--- config.mk ---
export PLATFORM = sky130hd
export DESIGN_NAME = ctrl_unit
export DESIGN_NICKNAME = d
export VERILOG_FILES = /design/src/rtl/ctrl_unit.sv
export SDC_FILE = /design/constraint.sdc
export NUM_CORES = 1
export LEC_CHECK = 0
export CORE_MARGIN = 2
export CORE_UTILIZATION = 41
export DETAILED_ROUTE_END_ITERATION = 12
export PLACE_DENSITY = 0.9
export SETUP_SLACK_MARGIN = 0.5
export SLEW_MARGIN = 0
export SYNTH_ARGS = -nofsm -noshare
export SYNTH_HDL_FRONTEND = slang
export SYNTH_SLANG_ARGS = --single-unit
--- constraint.sdc ---
create_clock -name clk -period 6.2 [get_ports clk]
set_input_delay 1.86 -clock clk [delete_from_list [all_inputs] [get_ports clk]]
set_output_delay 1.86 -clock clk [all_outputs]
set_load 0.02 [all_outputs]
--- src/rtl/ctrl_unit.sv ---
// RV32I main and ALU decoder with a sticky illegal-instruction flag.
// Decode is combinational; only IllegalSeen is registered.
module ctrl_unit (
  input  logic       clk,
  input  logic       rst_n,
  input  logic [6:0] opcode,
  input  logic [2:0] funct3,
  input  logic [6:0] funct7,
  input  logic       BranchRes,
  output logic       PCSrc,
  output logic       RegWrite,
  output logic [2:0] ImmSrc,
  output logic       Branch,
  output logic       ALUSrcA,
  output logic       ALUSrcB,
  output logic [3:0] ALUControl,
  output logic       StoreModCtrl,
  output logic       MemWrite,
  output logic       LdModCtrl,
  output logic       LdMuxCtrl,
  output logic [1:0] ResultSrc,
  output logic       IllegalInstr,
  output logic       IllegalSeen
);

  localparam logic [6:0] OP_R     = 7'b0110011;
  localparam logic [6:0] OP_I     = 7'b0010011;
  localparam logic [6:0] OP_LOAD  = 7'b0000011;
  localparam logic [6:0] OP_STORE = 7'b0100011;
  localparam logic [6:0] OP_BR    = 7'b1100011;
  localparam logic [6:0] OP_JAL   = 7'b1101111;
  localparam logic [6:0] OP_JALR  = 7'b1100111;
  localparam logic [6:0] OP_LUI   = 7'b0110111;
  localparam logic [6:0] OP_AUIPC = 7'b0010111;
  localparam logic [6:0] OP_FENCE = 7'b0001111;
  localparam logic [6:0] OP_SYS   = 7'b1110011;

  localparam logic [3:0] ALU_ADD  = 4'b0000;
  localparam logic [3:0] ALU_SUB  = 4'b0001;
  localparam logic [3:0] ALU_SLL  = 4'b0010;
  localparam logic [3:0] ALU_SLT  = 4'b0011;
  localparam logic [3:0] ALU_SLTU = 4'b0100;
  localparam logic [3:0] ALU_XOR  = 4'b0101;
  localparam logic [3:0] ALU_SRL  = 4'b0110;
  localparam logic [3:0] ALU_SRA  = 4'b0111;
  localparam logic [3:0] ALU_OR   = 4'b1000;
  localparam logic [3:0] ALU_AND  = 4'b1001;

  localparam logic [6:0] F7_BASE = 7'b0000000;
  localparam logic [6:0] F7_ALT  = 7'b0100000;

  localparam logic [2:0] IMM_I = 3'b000;
  localparam logic [2:0] IMM_S = 3'b001;
  localparam logic [2:0] IMM_B = 3'b010;
  localparam logic [2:0] IMM_J = 3'b011;
  localparam logic [2:0] IMM_U = 3'b100;

  localparam logic [1:0] RES_ALU = 2'b00;
  localparam logic [1:0] RES_MEM = 2'b01;
  localparam logic [1:0] RES_PC4 = 2'b10;
  localparam logic [1:0] RES_IMM = 2'b11;

  logic Jump;
  logic auipc;

  logic       ill;
  logic       regw;
  logic       memw;
  logic       br;
  logic       jmp;
  logic       aui;
  logic       asa;
  logic       asb;
  logic       smc;
  logic       ldm;
  logic       ldx;
  logic [2:0] imm;
  logic [3:0] alu;
  logic [1:0] res;
  logic [3:0] alu_base;

  logic is_r, is_i, is_ld, is_st, is_br;
  logic is_jal, is_jalr, is_lui, is_aui, is_nop;

  logic illegal_seen_q;
  logic illegal_seen_d;

  assign is_r    = (opcode == OP_R);
  assign is_i    = (opcode == OP_I);
  assign is_ld   = (opcode == OP_LOAD);
  assign is_st   = (opcode == OP_STORE);
  assign is_br   = (opcode == OP_BR);
  assign is_jal  = (opcode == OP_JAL);
  assign is_jalr = (opcode == OP_JALR);
  assign is_lui  = (opcode == OP_LUI);
  assign is_aui  = (opcode == OP_AUIPC);
  assign is_nop  = (opcode == OP_FENCE) | (opcode == OP_SYS);

  always_comb begin
    alu_base = ALU_ADD;
    unique case (funct3)
      3'b000: alu_base = ALU_ADD;
      3'b001: alu_base = ALU_SLL;
      3'b010: alu_base = ALU_SLT;
      3'b011: alu_base = ALU_SLTU;
      3'b100: alu_base = ALU_XOR;
      3'b101: alu_base = ALU_SRL;
      3'b110: alu_base = ALU_OR;
      3'b111: alu_base = ALU_AND;
      default: alu_base = ALU_ADD;
    endcase
  end

  always_comb begin
    ill  = 1'b0;
    regw = 1'b0;
    memw = 1'b0;
    br   = 1'b0;
    jmp  = 1'b0;
    aui  = 1'b0;
    asa  = 1'b0;
    asb  = 1'b0;
    smc  = 1'b0;
    ldm  = 1'b0;
    ldx  = 1'b0;
    imm  = IMM_I;
    alu  = ALU_ADD;
    res  = RES_ALU;
    unique case (1'b1)
      is_r: begin
        regw = 1'b1;
        alu  = alu_base;
        if (funct7 == F7_ALT) begin
          if (funct3 == 3'b000) begin
            alu = ALU_SUB;
          end else if (funct3 == 3'b101) begin
            alu = ALU_SRA;
          end else begin
            ill = 1'b1;
          end
        end else if (funct7 != F7_BASE) begin
          ill = 1'b1;
        end
      end
      is_i: begin
        regw = 1'b1;
        asb  = 1'b1;
        alu  = alu_base;
        // funct7 only qualifies the shift-immediate forms
        if (funct3 == 3'b001) begin
          ill = (funct7 != F7_BASE);
        end else if (funct3 == 3'b101) begin
          if (funct7 == F7_ALT) begin
            alu = ALU_SRA;
          end else if (funct7 != F7_BASE) begin
            ill = 1'b1;
          end
        end
      end
      is_ld: begin
        regw = 1'b1;
        asb  = 1'b1;
        res  = RES_MEM;
        ldm  = (funct3 != 3'b010);
        ldx  = funct3[2];
        ill  = (funct3 == 3'b011) | (funct3[2:1] == 2'b11);
      end
      is_st: begin
        memw = 1'b1;
        asb  = 1'b1;
        imm  = IMM_S;
        smc  = (funct3[2:1] == 2'b00);
        ill  = funct3[2] | (funct3 == 3'b011);
      end
      is_br: begin
        br  = 1'b1;
        imm = IMM_B;
        unique case (funct3[2:1])
          2'b00:   alu = ALU_SUB;
          2'b10:   alu = ALU_SLT;
          2'b11:   alu = ALU_SLTU;
          default: ill = 1'b1;
        endcase
      end
      is_jal: begin
        jmp  = 1'b1;
        regw = 1'b1;
        imm  = IMM_J;
        asa  = 1'b1;
        asb  = 1'b1;
        res  = RES_PC4;
      end
      is_jalr: begin
        jmp  = 1'b1;
        regw = 1'b1;
        asb  = 1'b1;
        res  = RES_PC4;
        ill  = (funct3 != 3'b000);
      end
      is_lui: begin
        regw = 1'b1;
        imm  = IMM_U;
        res  = RES_IMM;
      end
      is_aui: begin
        aui  = 1'b1;
        regw = 1'b1;
        imm  = IMM_U;
        asa  = 1'b1;
        asb  = 1'b1;
      end
      is_nop: begin
        ill = 1'b0;
      end
      default: begin
        ill = 1'b1;
      end
    endcase
    // an unsupported encoding must leave no side effects at all
    if (ill) begin
      regw = 1'b0;
      memw = 1'b0;
      br   = 1'b0;
      jmp  = 1'b0;
      aui  = 1'b0;
      asa  = 1'b0;
      asb  = 1'b0;
      smc  = 1'b0;
      ldm  = 1'b0;
      ldx  = 1'b0;
      imm  = IMM_I;
      alu  = ALU_ADD;
      res  = RES_ALU;
    end
  end

  assign Jump         = jmp;
  assign auipc        = aui;
  assign IllegalInstr = ill;
  assign Branch       = br;
  assign ImmSrc       = imm;
  assign ALUSrcA      = asa;
  assign ALUSrcB      = asb;
  assign ALUControl   = alu;
  assign LdModCtrl    = ldm;
  assign LdMuxCtrl    = ldx;
  assign ResultSrc    = res;

  // state-changing enables are held off while reset is asserted
  assign RegWrite     = regw & rst_n;
  assign MemWrite     = memw & rst_n;
  assign StoreModCtrl = smc & rst_n;
  assign PCSrc        = (Jump | (br & BranchRes)) & rst_n;

  always_comb begin
    illegal_seen_d = illegal_seen_q | ill;
  end

  always_ff @(posedge clk or negedge rst_n) begin
    if (!rst_n) begin
      illegal_seen_q <= 1'b0;
    end else begin
      illegal_seen_q <= illegal_seen_d;
    end
  end

  assign IllegalSeen = illegal_seen_q;

endmodule

== After elaboration in Yosys (flattened, before gate mapping) ==
Memory sizes are Yosys's and may differ from the RTL's.
Index checks and enable logic that the tools add are counted.
Word-level totals
  memory bits (read-only): 32
  memories: 1
  logic and storage cells: 81
  bits in registers: 1
Operators by class
  multiplexer cells: 40
  bitwise operators: 10
  equality and inequality tests: 18
  reduce and logical (&&, ||, !) cells: 11
Memories
  (no name shown): depth 8, bits a word 4, read ports 1, clocked after memory_dff 0, wr ports 0, line 101  | unique case (funct3)
Operators with widths (count)
  7-bit by 6-bit equality test with 1-bit output (second input constant): 4
  7-bit equality test (second input constant): 4
  4-bit 2-to-1 mux: 7
  1-bit 2-to-1 mux: 26
  7-bit by 5-bit equality test with 1-bit output (second input constant): 2
  3-bit one-hot mux with 4 select lines: 1
  4-bit one-hot mux with 3 select lines: 1
  3-bit one-hot mux with 3 select lines: 1
  7-bit by 2-bit equality test with 1-bit output (second input constant): 1
  7-bit by 4-bit equality test with 1-bit output (second input constant): 1
  1-bit one-hot mux with 7 select lines: 1
  7-bit nonzero test: 1
  7-bit OR reduction: 1
  2-bit one-hot mux with 3 select lines: 1
  2-bit OR reduction: 3
  6-bit OR reduction: 1
  1-bit bitwise AND: 5
  1-bit OR: 5
  2-bit equality test (second input constant): 2
  4-bit OR reduction: 1
  3-bit by 1-bit equality test with 1-bit output (second input constant): 1
  3-bit by 2-bit equality test with 1-bit output (second input constant): 1
  3-bit equality test (second input constant): 1
  3-bit zero test: 1
  other kinds (6): 6

== Logic depth before layout (Yosys ltp) ==
  word-level depth: 10
  depth in mapped cells: 8
  gate-level depth less buffers: 7

== Least setup slack after synthesis ==
OpenSTA, ideal clock, no wires.
  path type: input-to-output
  from: input funct7[1]
  to: output LdMuxCtrl
  buffers on the path: 1
  arrival time: 3.605 ns
  stages: 6
  path slack: 0.735 ns
  path through: nor4_1 > nand4_1 > a21oi_1 > o211ai_4 > buf_6 > nor4_1
On the way
  word-level cells in the longest chain between the ends: 7
Ends and longest elaborated chain
  start, declared: line 8  | input logic [6:0] funct7,
  7-bit nonzero test: line 141, 151, 155
  1-bit 2-to-1 mux: line 141, 155
  1-bit 2-to-1 mux: line 153  | if (funct7 == F7_ALT) begin
  1-bit 2-to-1 mux: line 152  | end else if (funct3 == 3'b101) begin
  1-bit 2-to-1 mux: line 150  | if (funct3 == 3'b001) begin
  1-bit one-hot mux with 7 select lines (*): line 129  | unique case (1'b1)
  named net IllegalInstr: line 22  | output logic IllegalInstr,
  1-bit 2-to-1 mux (*): line 220  | if (ill) begin
  end, declared: line 20  | output logic LdMuxCtrl,
Mark *: on every way through the listed nets, which the timed path passes. The rest lies on a longest branch.

== Worst setup path in the final report ==
  from: input opcode[5]
  to: output MemWrite
On the way
  word-level cells in the longest chain between the ends: 6
Ends and longest elaborated chain
  start, declared: line 6  | input logic [6:0] opcode,
  7-bit by 4-bit equality test with 1-bit output / 7-bit equality test (equally long branches): line 97  | assign is_nop = (opcode == OP_FENCE) | (opcode == OP_SYS);
  1-bit OR: line 97
  4-bit OR reduction (no source line)
  1-bit one-hot mux with 7 select lines: line 129
  1-bit 2-to-1 mux (*): line 220
  1-bit bitwise AND (*): line 251  | assign MemWrite = memw & rst_n;
  end, declared: line 18  | output logic MemWrite,
Mark *: on every way between the ends. The rest lies on a longest branch, timed or not.

==> out/metrics.csv <==
stage;metric;value;unit
sta;fmax;176;MHz
placement;place_congestion;0.878;
synth;synth.cell_area;691;um2
power;p_switching;0.0343;mW
critical_path;required;4.34;ns
critical_path;crit_arrival;3.83;ns
critical_path;cp-start-kind;input port;
critical_path;crit_family;buffers and inverters;
grt;grt_overflow;0;
floorplanning;die_y;45.0;um
run_status;status;complete, no violations;
route;post_drt_wl_per_cell;18.6;um
layout;utilization;82.2;%
route;wl;3.26;mm
synth;yosysTopAreaCell;ha_1;
layout;stdcell_area;1270;um2
critical_path;crit_fanout;4;
synth;yosys_warnings;0;
layout;drive_gt1_share;34.6;%
power;pwr-share-seq;9.5;%
synth;synth_cell_types;44;
placement;dp.cells;172;
sta;finalSetupViolCount;0;
grt;grt_first_pass_wirelength;4.93;mm
sta;worst_pin_slew;0.325;ns
critical_path;path_class;input port to output port;
layout;diodes;0;
layout;ff_latch_area;25.0;um2
floorplanning;dieWidth;45.0;um
synth;synth.ff_latch_count;1;
synth;yosysTopAreaCellShare;7.25;%
sta;finClkSkew;0;ns
route;drtIter0Drc;58;
power;p_per_area;54.9;nW/um2
floorplanning;core_area;1540;um2
synth;ys_seq_area_share;3.62;%
sta;finalCriticalPeriod;5.69;ns
synth;synth_area_leaders;ha_1 7.2%, nor4_1 6.3%, a21oi_1 5.8%, nor2_1 4.9%, nor3_1 4.3%;
floorplanning;initial_core_util;44.8;%
route;ant_nets;0;
synth;synth-edff-count;0;
sta;rsz0062_at_grt;yes;
placement;portBuffers;39;
layout;num-fill-cells;108;
layout;largest_register_ff_count;1;
sta;tns;0;ns
route;via_count;1141;
clocking;clkLatencyLatePin;0;ns
synth;ys_top_cells_by_count;9 x nor2_1, 8 x a21oi_1, 8 x nand2_1, 7 x inv_1, 7 x nor4_1;
placement;hpwl;1.95;mm
layout;area_delta_synth_final;83.5;%
power;p_clk_share;0;%
floorplanning;rows;14;
hold_path;hold_class;flop to flop;
run;maxCapViolCount;0;
power;leakagePower;0.543;nW
power;switching_share;49.3;%
grt;grt_antenna_before_repair;0;
sta;setup_slack;0.507;ns
synth;yosysMostFrequentCell;nor2_1;
placement;post-place-ws;-0.126;ns
power;internal_power;0.0353;mW
placement;dpl-instance-area;1210;um2
layout;finalNonFillerCells;175;
critical_path;cp_cell_sequence;clkdlybuf4s50_1 -> o21ai_1 -> nand2b_1 -> a211oi_4 -> buf_4 -> nand2_1 -> nor3_1 -> dlygate4sd2_1;
clocking;clk_transition_reported_paths;0;ns
critical_path;critPathBufInv;3;
synth;avgSynthCellArea;6.58;um2
critical_path;r2r_cells;1;
synth;synth_ff_type;dfrtp_1;
power;vdd_ir_drop_max;0.0405;mV
critical_path;slowest_stage;clkdlybuf4s50_1;
floorplanning;io_pins;40;
route;avgViaCountPerCell;6.52;
grt;grt_start_max_net_pins;15;
route;drc;0;
sta;period_share;91.8;%
hold_path;hold_depth;1;
grt;grt_pass1_vias;1063;
layout;fin_nets;185;
sta;finalMaxSlewViolations;0;
floorplanning;die_area;2030;um2
route;detail_route.first_pass.iterations;4;
critical_path;worstSetupEndpointType;output port;
power;power.total;0.0696;mW
grt;grt_use_total;32.0;%
synth;syn_inst;105;
critical_path;cpPeakStageDelay;0.47;ns
synth;synthArstFlopShare;100;%
power;p_comb_share;90.5;%
sta;holdWs;0.458;ns
sta;slew_headroom;78.1;%
critical_path;worst-path-stages;8;
sta;final_hold_viol_count;0;
layout;multi_input_area;703;um2
synth;syn_nets;129;
layout make-up:
class | count | area share [%]
Tap cell | 16 | 1.58
Timing Repair Buffer | 61 | 38.9
Sequential cell | 1 | 1.97
Multi-Input combinational cell | 90 | 55.5
Inverter | 7 | 2.07
what timing repair did:
item / 4_1_cts / 5_1_grt
gates cloned: 1 / 0
pin swaps: 6 / 4
hold buffers: 0 / 0
resized for setup: 60 / 25
buffers inserted: 0 / 2
hold endpoints to repair: 0 / 0
endpoints found under the setup margin: 16 / 16
kinds of logic (layout without fill, tap and decap cells):
| kind of cell | after synthesis | in the layout | share of synthesized area, % |
|---|---|---|---|
| AOI/OAI and AO/OA | 27 | 28 | 29.7 |
| adders and majority gates | 4 | 4 | 7.25 |
| muxes | 2 | 2 | 3.26 |
| buffers and inverters | 15 | 68 | 10.3 |
| and+or+nand+nor | 56 | 56 | 45.8 |
| DFF | 1 | 1 | 3.62 |
final timing paths:
kind / start / end / slack [ns]
min reg2reg: IllegalSeen$_DFF_PN0_ / IllegalSeen$_DFF_PN0_ / 0.46
max reg2reg: IllegalSeen$_DFF_PN0_ / IllegalSeen$_DFF_PN0_ / 5.43
max: opcode[5] / MemWrite / 0.51
min in group asynchronous: rst_n / IllegalSeen$_DFF_PN0_ / 2.05
min: IllegalSeen$_DFF_PN0_ / IllegalSeen$_DFF_PN0_ / 0.46
max in group asynchronous: rst_n / IllegalSeen$_DFF_PN0_ / 4.00
power groups by stage:
stage                     Combinational (mW)  Sequential (mW)  Clock [mW]
after floorplan                       0.0253          0.00665           0
after global placement                0.0514          0.00665           0
after detailed placement              0.0528          0.00665           0
after CTS                             0.0559          0.00665           0
after global routing                  0.0671          0.00664           0
final                                 0.0630          0.00664           0
metal layers:
metal  share of wire [%]  up-vias  GRT usage (%)
met3                 9.3       21           3.20
met2                  49       99           58.6
met4                 4.1        0           9.41
li1                    -      505              -
met5                   0        -              0
met1                  38      516           39.1
placed cells by master (no fill, tap or decap), types with 2 or more instances in the layout:
master	count
nand2b_1	2
a21oi_1	7
inv_1	7
nand4_1	4
mux2_2	2
nor2_1	9
nand2_1	8
nor2b_1	3
o21ai_0	4
nand3_1	4
clkbuf_2	4
and3_1	2
buf_2	6
or2_2	2
ha_1	3
nor4_2	3
dlygate4sd2_1	11
o211ai_4	2
nor3_1	5
nor4_1	3
clkdlybuf4s50_1	15
buf_4	23
Note: power is estimated with default switching activity, not from simulation.
